`src/rtl/video_pos_capture.sv`:
```
// video_pos_capture: recovers pixel position from raw HSYNC/VSYNC in the capture clock domain
// and produces the write side of the line buffer plus line/frame length measurements.
module video_pos_capture #(
  parameter int H_TIMEOUT = 4095
) (
  input  logic        PCLK_CAP_i,
  input  logic        reset_n,
  input  logic [7:0]  R_i,
  input  logic [7:0]  G_i,
  input  logic [7:0]  B_i,
  input  logic        HSYNC_i,
  input  logic        VSYNC_i,
  input  logic [31:0] h_in_config,
  input  logic [31:0] v_in_config,
  output logic [7:0]  R_o,
  output logic [7:0]  G_o,
  output logic [7:0]  B_o,
  output logic        DE_o,
  output logic [10:0] xpos_o,
  output logic [10:0] ypos_o,
  output logic        FID_o,
  output logic        frame_change_o,
  output logic [11:0] h_total_o,
  output logic [10:0] v_total_o,
  output logic        sync_lost_o
);
  logic [10:0] h_active, v_active, v_cnt, v_tot, v_end;
  logic [8:0]  h_start, v_start;
  logic        h_pol, v_pol;
  logic [23:0] rgb_s1, rgb_s2;
  logic        hs_r, hs_p, vs_r, vs_p, hs_lead, vs_lead, frame_now;
  logic [11:0] h_cnt, h_tot, h_end;
  logic        lost, pend, half_r, half, started, fid, de;
  logic        unused_cfg;

  assign unused_cfg = ^{h_in_config[31:21], v_in_config[31:21]};

  always_comb begin
    {h_pol, h_start, h_active} = h_in_config[20:0];
    {v_pol, v_start, v_active} = v_in_config[20:0];
    hs_lead = hs_r & ~hs_p;
    vs_lead = vs_r & ~vs_p;
    frame_now = hs_lead & (pend | vs_lead);
    half = h_cnt >= {1'b0, h_tot[11:1]};
    h_end = {3'b0, h_start} + {1'b0, h_active};
    v_end = {2'b0, v_start} + v_active;
    de = (h_cnt >= {3'b0, h_start}) & (h_cnt < h_end) &
         (v_cnt >= {2'b0, v_start}) & (v_cnt < v_end) & ~lost;
  end

  // stage 1: input registers, stage 2: counters, stage 3: output registers
  always_ff @(posedge PCLK_CAP_i) begin
    if (!reset_n) begin
      {rgb_s1, rgb_s2, hs_r, hs_p, vs_r, vs_p} <= '0;
      {h_cnt, h_tot, v_cnt, v_tot} <= '0;
      {pend, half_r, started, fid} <= '0;
      lost <= 1'b1;
      {R_o, G_o, B_o, DE_o, xpos_o, ypos_o} <= '0;
      {FID_o, frame_change_o, h_total_o, v_total_o} <= '0;
      sync_lost_o <= 1'b1;
    end else begin
      rgb_s1 <= {R_i, G_i, B_i};
      hs_r <= HSYNC_i ~^ h_pol;
      vs_r <= VSYNC_i ~^ v_pol;
      hs_p <= hs_r;
      vs_p <= vs_r;
      rgb_s2 <= rgb_s1;
      h_cnt <= hs_lead ? '0 : h_cnt + {11'b0, ~&h_cnt};
      lost <= hs_lead ? 1'b0 : (lost | (h_cnt == 12'(H_TIMEOUT)));
      h_tot <= (hs_lead & ~lost) ? h_cnt + 12'd1 : h_tot;
      v_cnt <= frame_now ? '0 : hs_lead ? v_cnt + {10'b0, ~&v_cnt} : v_cnt;
      v_tot <= frame_now ? v_cnt + 11'd1 : v_tot;
      // a VSYNC edge coinciding with HSYNC always starts an even field
      fid <= frame_now ? (~vs_lead & half_r) : fid;
      started <= started | frame_now;
      pend <= hs_lead ? 1'b0 : (pend | vs_lead);
      half_r <= (vs_lead & ~hs_lead) ? half : half_r;
      {R_o, G_o, B_o} <= rgb_s2;
      DE_o <= de;
      xpos_o <= de ? 11'(h_cnt - {3'b0, h_start}) : xpos_o;
      ypos_o <= de ? v_cnt - {2'b0, v_start} : ypos_o;
      FID_o <= fid;
      frame_change_o <= started & (v_cnt == '0);
      h_total_o <= h_tot;
      v_total_o <= v_tot;
      sync_lost_o <= lost;
    end
  end
endmodule
```
`config.mk`:
```
export PLATFORM = sky130hd
export DESIGN_NAME = video_pos_capture
export DESIGN_NICKNAME = d
export VERILOG_FILES = /design/src/rtl/video_pos_capture.sv
export SDC_FILE = /design/constraint.sdc
export NUM_CORES = 1
export LEC_CHECK = 0
export BUFFER_PORTS_ARGS = -buffer_cell sky130_fd_sc_hd__buf_4
export CAP_MARGIN = 10
export CORE_MARGIN = 4
export CORE_UTILIZATION = 48
export DETAILED_ROUTE_END_ITERATION = 16
export PLACE_DENSITY = 0.71
export SLEW_MARGIN = 20
export SYNTH_ARGS = -nofsm -noshare
export SYNTH_HDL_FRONTEND = slang
export SYNTH_SLANG_ARGS = --single-unit
export TNS_END_PERCENT = 1
```
`constraint.sdc`:
```
create_clock -name PCLK_CAP_i -period 5.65 [get_ports PCLK_CAP_i]
set_input_delay 1.4125 -clock PCLK_CAP_i [delete_from_list [all_inputs] [get_ports PCLK_CAP_i]]
set_output_delay 1.4125 -clock PCLK_CAP_i [all_outputs]
set_load 0.05 [all_outputs]
```
==> results of run 1 <==
[worst max-delay path, delay by kind of cell]
family                     cells  cell delay, ns
AOI/OAI and AO/OA              7            1.77
xor gates and xnor gates       1            0.15
adders and majority gates      3            0.68
buffers and inverters          3            0.45
muxes                          1            0.16
and+or+nand+nor                3            0.60
[logic make-up after synthesis]
logic type	Yosys count
simple gates	343
flops	176
compound gates	143
buf+inv	82
fa+ha+maj	79
xor+xnor	57
mux	26
[registers in the layout, indices dropped and copies added, names as in the netlist, 11 cells and up]
name	cells
ypos_o	11
rgb_s2	24
v_tot	11
v_cnt	11
rgb_s1	24
h_total_o	12
xpos_o	11
v_total_o	11
h_cnt	12
h_tot	12
[worst min-delay path by stage]
stage,from,endpoint,slack (ns),depth (start not counted)
after floorplan,rgb_s2[0],B_o[0],0.41,1
after global placement,rgb_s2[2],B_o[2],0.41,1
after detailed placement,rgb_s2[20],R_o[4],0.42,1
after CTS,rgb_s1[14],rgb_s2[14],0.43,1
after global routing,rgb_s1[13],rgb_s2[13],0.45,1
final,rgb_s1[14],rgb_s2[14],0.43,1
[routing by layer]
| layer | wire length (µm) | vias to the layer above | share of wire | GRT usage |
|---|---|---|---|---|
| li1 | - | 3356 | - | - |
| met1 | 7955 | 2951 | 0.45 | 0.2300 |
| met2 | 8825 | 117 | 0.50 | 0.3170 |
| met3 | 624 | 21 | 0.035 | 0.03204 |
| met4 | 368 | 0 | 0.021 | 0.06833 |
| met5 | 0 | - | 0 | 0 |
[through the flow]
step | power, W | util | hold WS, ns | std cells
after floorplan | 0.001566 | - | 0.4119 | 906
after global placement | 0.001671 | 0.5689 | 0.4129 | 1237
after detailed placement | 0.001679 | 0.5689 | 0.4169 | 1237
after CTS | 0.002863 | 0.6059 | 0.4333 | 1269
after global routing | 0.002962 | 0.6059 | 0.4475 | 1269
final | 0.002829 | 0.6059 | 0.4326 | 1269
[Yosys cell counts (2+ instances only)]
cell       number  area (µm²)
nor2b_1        11       68.82
buf_1           2       7.510
nor3_1         10       50.05
a311oi_1        2       17.52
nor3b_1         2       15.01
xor2_1         37       324.1
or3_1          11       68.82
a211oi_1       24       180.2
o2111ai_1       3       26.28
o211ai_1        6       45.04
mux2i_1        25       250.2
a2111oi_0       2       17.52
nor4_1          5       31.28
o31ai_1         2       15.01
fa_1            4       80.08
a31o_2          2       17.52
a21oi_1        34       170.2
and3_1          9       56.30
xnor2_1        20       175.2
buf_12          2       40.04
or4_1           2       15.01
nand2_1        67       251.5
ha_1           75       938.4
a21o_1         14       105.1
nand3_1        28       140.1
nor2_1         76       285.3
nand4_1         7       43.79
dfxtp_1       176        3523
inv_1          45       168.9
o21ba_2         2       20.02
and2_1         92       575.6
a211o_1         3       26.28
nand2b_1       16       100.1
clkbuf_1       32       120.1
nand3b_1        2       15.01
o21a_1          4       30.03
a31oi_1         3       18.77
o21ai_0        32       160.2
[cell type report]
type / count / area [µm²]
tap: 220 / 275.3
inverter: 45 / 168.9
timing repair buffer: 148 / 1111
fill: 1493 / 6628
clock inverter: 15 / 197.7
clock buffer: 17 / 425.4
multi-input combinational: 648 / 4489
sequential: 176 / 3523
[where the power goes]
part / internal [W] / total [W] / switching (W)
logic: 0.000157 / 0.000350 / 0.000193
registers: 0.00128 / 0.00130 / 0.0000190
clock network: 0.000639 / 0.00118 / 0.000541
==> results.md, run 1 <==
- Run status: complete, no violations
- Crit path launch type: input pin
- Synth Area in XOR/XNOR: 0.05971
- Core area: 16,820 µm²
- PwrDens: 277.6 nW/µm²
- Setup crit start: v_in_config[0]
- Tcrit/Tclk final: 0.8705
- Die W: 140.0 µm
- Yosys reg bits: 176
- Post-CTS setup buffer count: 0
- Maximum clock path buffer count: 2
- TritonRoute pass-1 iters: 5
- F_max: 203.3 MHz
- Syn Std Cell Area: 8361 µm²
- Skew-Pair Late Insertion Delay: 0.42 ns
- Port buffer count: 142
- CP peak stage delay: 0.47 ns
- CP cell instances: buf_4 > ha_1 > inv_1 > fa_1 > nor2b_1 > o21ai_0 > a21oi_1 > o41ai_1 > o21ba_2 > xor2_1 > ha_1 > a21o_1 > a21oi_1 > nor2b_4 > a2111oi_2 > or4b_1 > buf_4 > mux2i_1
- Clock tree sinks: 176
- # H-tree levels: 4
- Cells after Synth: 906
- Post-Syn Area per Cell: 9.228 µm²
- DRC: 0
- Flop-to-flop setup slack: 2.50 ns
- Fin. Hold Viols: 0
- Post-synthesis mux area share: 0.03128
- Die Height: 140.0 µm
- Via count of the first global-routing pass: 6,187
- Starting DRT DRC Count: 279
- First-pass GRT wire length: 29.73 mm
- Root buffer cell: clkbuf_16
- Share of layout cells above drive strength 1: 0.1811
- Post-DP HPWL: 13.36 mm
- Synthesized-area fraction occupied by adder cells: 0.1218
- Hold buffers post-CTS: 0
- Post-route setup slack: 0.7318 ns
- Max-slew violations: 0
- CTS resizes: 0
- RSZ-0062 raised after global routing: no
- Synth warnings: 0
- Max-cap violations: 0
- Final nets: 1,207
- DP Area: 9568 µm²
- Area delta synth->final: 21.89%
- Largest family of logic cells by synthesized area: simple AND/OR/NAND/NOR gates
- Sequential fraction of the synthesis area: 0.4214
- IO Pins: 165
- CP arrival: 5.21 ns
- Post-DR wirelength/cell: 14.01 µm
- Worst-Margin Slew: 0.5853 ns
- Crit path to: xpos_o[2]
- Synth Area in Compound Gates: 0.1131
- Via count: 6,445
- Final min period: 4.918 ns
- CTS tree: done
- Final ANT Viol Nets: 0
- Reg2reg start: h_cnt[0]
- Die area: 19,590 µm²
- Clk slew on worst S/H paths: 0.07 ns
- Final Skew: 0.007307 ns
- Hold Path Class: register to register
- Gr usage total: 0.1836
- Post-synth cell types: 55
- Syn Nets: 1,077
- Pre-CTS setup slack: 0.3207 ns
- Worst slew margin relative to its limit: 0.6098
- Post-synth ARST share: 0
- Initial antenna violation count: 0
- Worst EP required: 5.94 ns
- Antenna fix cells: 0
- CP Max Fanout: 23
- Leakage Power: 4.652 nW
- Largest net degree at the start of global routing: 88
- VDD IR max: 0.2262 mV
- Commonest non-fill, non-tap cell in the layout: dfxtp_1
- Area fraction in and, or, nand and nor cells after synthesis: 0.2110
- CTS buffer count: 17
- Final setup violation count: 0
- Post-synth EDFFs: 0
- Final instance area: 10,190 µm²
- Via density: 5.079
- Setup TNS: 0 ns
- Gpl congestion: 0.8151
- Rows: 47
- CP Capture Type: register
- R2R cell count: 10
- Reg2Reg Capture Point: xpos_o[2]
- CP max stage cell: or4b_1
- Initial Util: 0.4971
- Total gr overflow: 0
- Final WL: 17.77 mm
- Most frequent cells in the layout: 176 x dfxtp_1, 148 x buf_4, 92 x and2_1
- Main synth FF type: dfxtp_1
- Crit path kind: input pin to register
(Power assumes the default switching activity.)
==> run 2, diff against run 1 <==
Settings changed: CORE_UTILIZATION 48 to 49, GPL_TIMING_DRIVEN set to 0, PLACE_DENSITY 0.71 to 0.72.
==> run 2 against run 1 <==
  * Register-to-register slack about the same
  * Cell area up 1.0%
  * Worst setup slack better by 0.0056 ns
  * Via count up 3.6%
  * Global-route usage up 1.4 points
  * Non-clock buffer count up 31
  * Critical endpoint is now xpos_o[4]
  * Largest cell class unchanged
  * Largest power group unchanged
==> results.md, run 2 (same netlist as run 1, synthesis figures left out) <==
- Fin. Hold Viols: 0
- Final Skew: 0.009432 ns
- Final min period: 4.913 ns
- Post-DR wirelength/cell: 14.72 µm
- Setup TNS: 0 ns
- First-pass GRT wire length: 31.49 mm
- Placed cells: 1,268
- Gr usage total: 0.1979
- CTS buffer count: 17
- RSZ-0062 raised after global routing: no
- Hold Path Class: register to register
- Die area: 19,220 µm²
- Via density: 5.138
- Final setup violation count: 0
- Core area: 16,640 µm²
- Antenna fix cells: 0
- Post-route setup slack: 0.7373 ns
- CP arrival: 5.21 ns
- Starting DRT DRC Count: 420
- Leakage Power: 4.679 nW
- Clock tree sinks: 176
- Hold buffers post-CTS: 0
- Share of layout cells above drive strength 1: 0.1715
- Pre-CTS setup slack: 0.3374 ns
- Final WL: 19.12 mm
- Max-slew violations: 0
- WHS: 0.4273 ns
- Maximum clock path buffer count: 2
- Final nets: 1,238
- TritonRoute pass-1 iters: 5
- Via count of the first global-routing pass: 6,318
- Skew-Pair Late Insertion Delay: 0.42 ns
- Post-DP HPWL: 14.61 mm
- # H-tree levels: 4
- Rows: 47
- DRC: 0
- CTS tree: done
- VDD IR max: 0.2571 mV
- Crit path kind: input pin to register
- CTS resizes: 0
- F_max: 203.6 MHz
- Run status: complete, no violations
- FILL cells: 1,476
- Root buffer cell: clkbuf_16
- CP cell instances: buf_4 > ha_1 > fa_1 > a21o_1 > a21oi_1 > nor2b_1 > o41a_1 > a41oi_1 > xor2_1 > ha_1 > a21oi_1 > o311a_1 > a221oi_1 > or4b_1 > buf_6 > buf_12 > mux2i_1
- Area delta synth->final: 23.14%
- Largest net degree at the start of global routing: 17
- Gpl congestion: 0.8683
- Die Height: 138.6 µm
- Via count: 6,674
- Worst slew margin relative to its limit: 0.5465
- CP max stage cell: or4b_1
- Largest regs: rgb_s1: 24 flops, rgb_s2: 24 flops
- Wire length on met2: 9.629 mm
- CP Max Fanout: 10
- Worst-Margin Slew: 0.6803 ns
- Most frequent cells in the layout: 176 x dfxtp_1, 142 x buf_4, 92 x and2_1
- PwrDens: 275.5 nW/µm²
- Total gr overflow: 0
- Die W: 138.6 µm
- Met3 WL: 819 µm
- IO Pins: 165
- CP peak stage delay: 0.54 ns
- Worst hold stages: 1
- Crit path launch type: input pin
- Cell Count, Final, Fillers Out: 1,299
- Met1 wire length: 8.414 mm
- R2R cell count: 11
- Initial antenna violation count: 0
- Max-cap violations: 0
- Worst EP required: 5.95 ns
- Highest routed metal layer: met4
- Commonest non-fill, non-tap cell in the layout: dfxtp_1
- Clk slew on worst S/H paths: 0.07 ns
- CP Capture Type: register
- Port buffer count: 142
- Final ANT Viol Nets: 0
- Initial Util: 0.5024
- Tcrit/Tclk final: 0.8695
- Post-CTS setup buffer count: 0
-- run 2: cell count changes in the layout (fill, tap and decap cells not counted), sizes merged --
cell	change
buf	-1
inv	+2
clkinv	-7
bufinv	+1
clkbuf	+34
clkinvlp	+1
-- run 2: layout make-up --
class,count,area (µm²),share of cell area
clock buffers,19,442.9,0.04302
clock inverters,12,150.1,0.01458
repair buffers,142,1066,0.1035
well taps,220,275.3,0.02674
plain buffers,37,178.9,0.01738
inverters,45,168.9,0.01641
multi-input cells,648,4489,0.4361
flip-flops and latches,176,3523,0.3422
-- run 2: worst max-delay path, delay by kind of cell --
family,cells,cell delay [ns]
simple gates,2,0.64
mux,1,0.12
buf+inv,3,0.41
fa+ha+maj,3,0.89
compound gates,7,1.48
xor+xnor,1,0.23
-- run 2: per-layer routing --
layer / global-route usage / vias to the layer above
li1: - / 3420
met4: 0.04583 / 0
met2: 0.3461 / 144
met5: 0 / -
met1: 0.2513 / 3093
met3: 0.04276 / 17
-- run 2: where the power goes --
part | internal, W | switching [W]
Sequential | 0.00128 | 0.0000190
Clock | 0.000675 | 0.000501
Combinational | 0.000159 | 0.000201
-- run 2: through the flow --
stage	utilization	instance area, µm²	power [W]
after floorplan	-	8361	0.001566
after global placement	0.5830	9702	0.001680
after detailed placement	0.5830	9702	0.001687
after CTS	0.6186	10290	0.002856
after global routing	0.6186	10290	0.002966
final	0.6186	10290	0.002836
-- run 2: worst paths after layout --
path / from / to / slack, ns
worst max register to register: h_cnt[0] / xpos_o[4] / 2.49
worst max-delay path: h_in_config[0] / xpos_o[4] / 0.74
worst min-delay path: rgb_s1[10] / rgb_s2[10] / 0.43
worst min register to register: rgb_s1[10] / rgb_s2[10] / 0.43
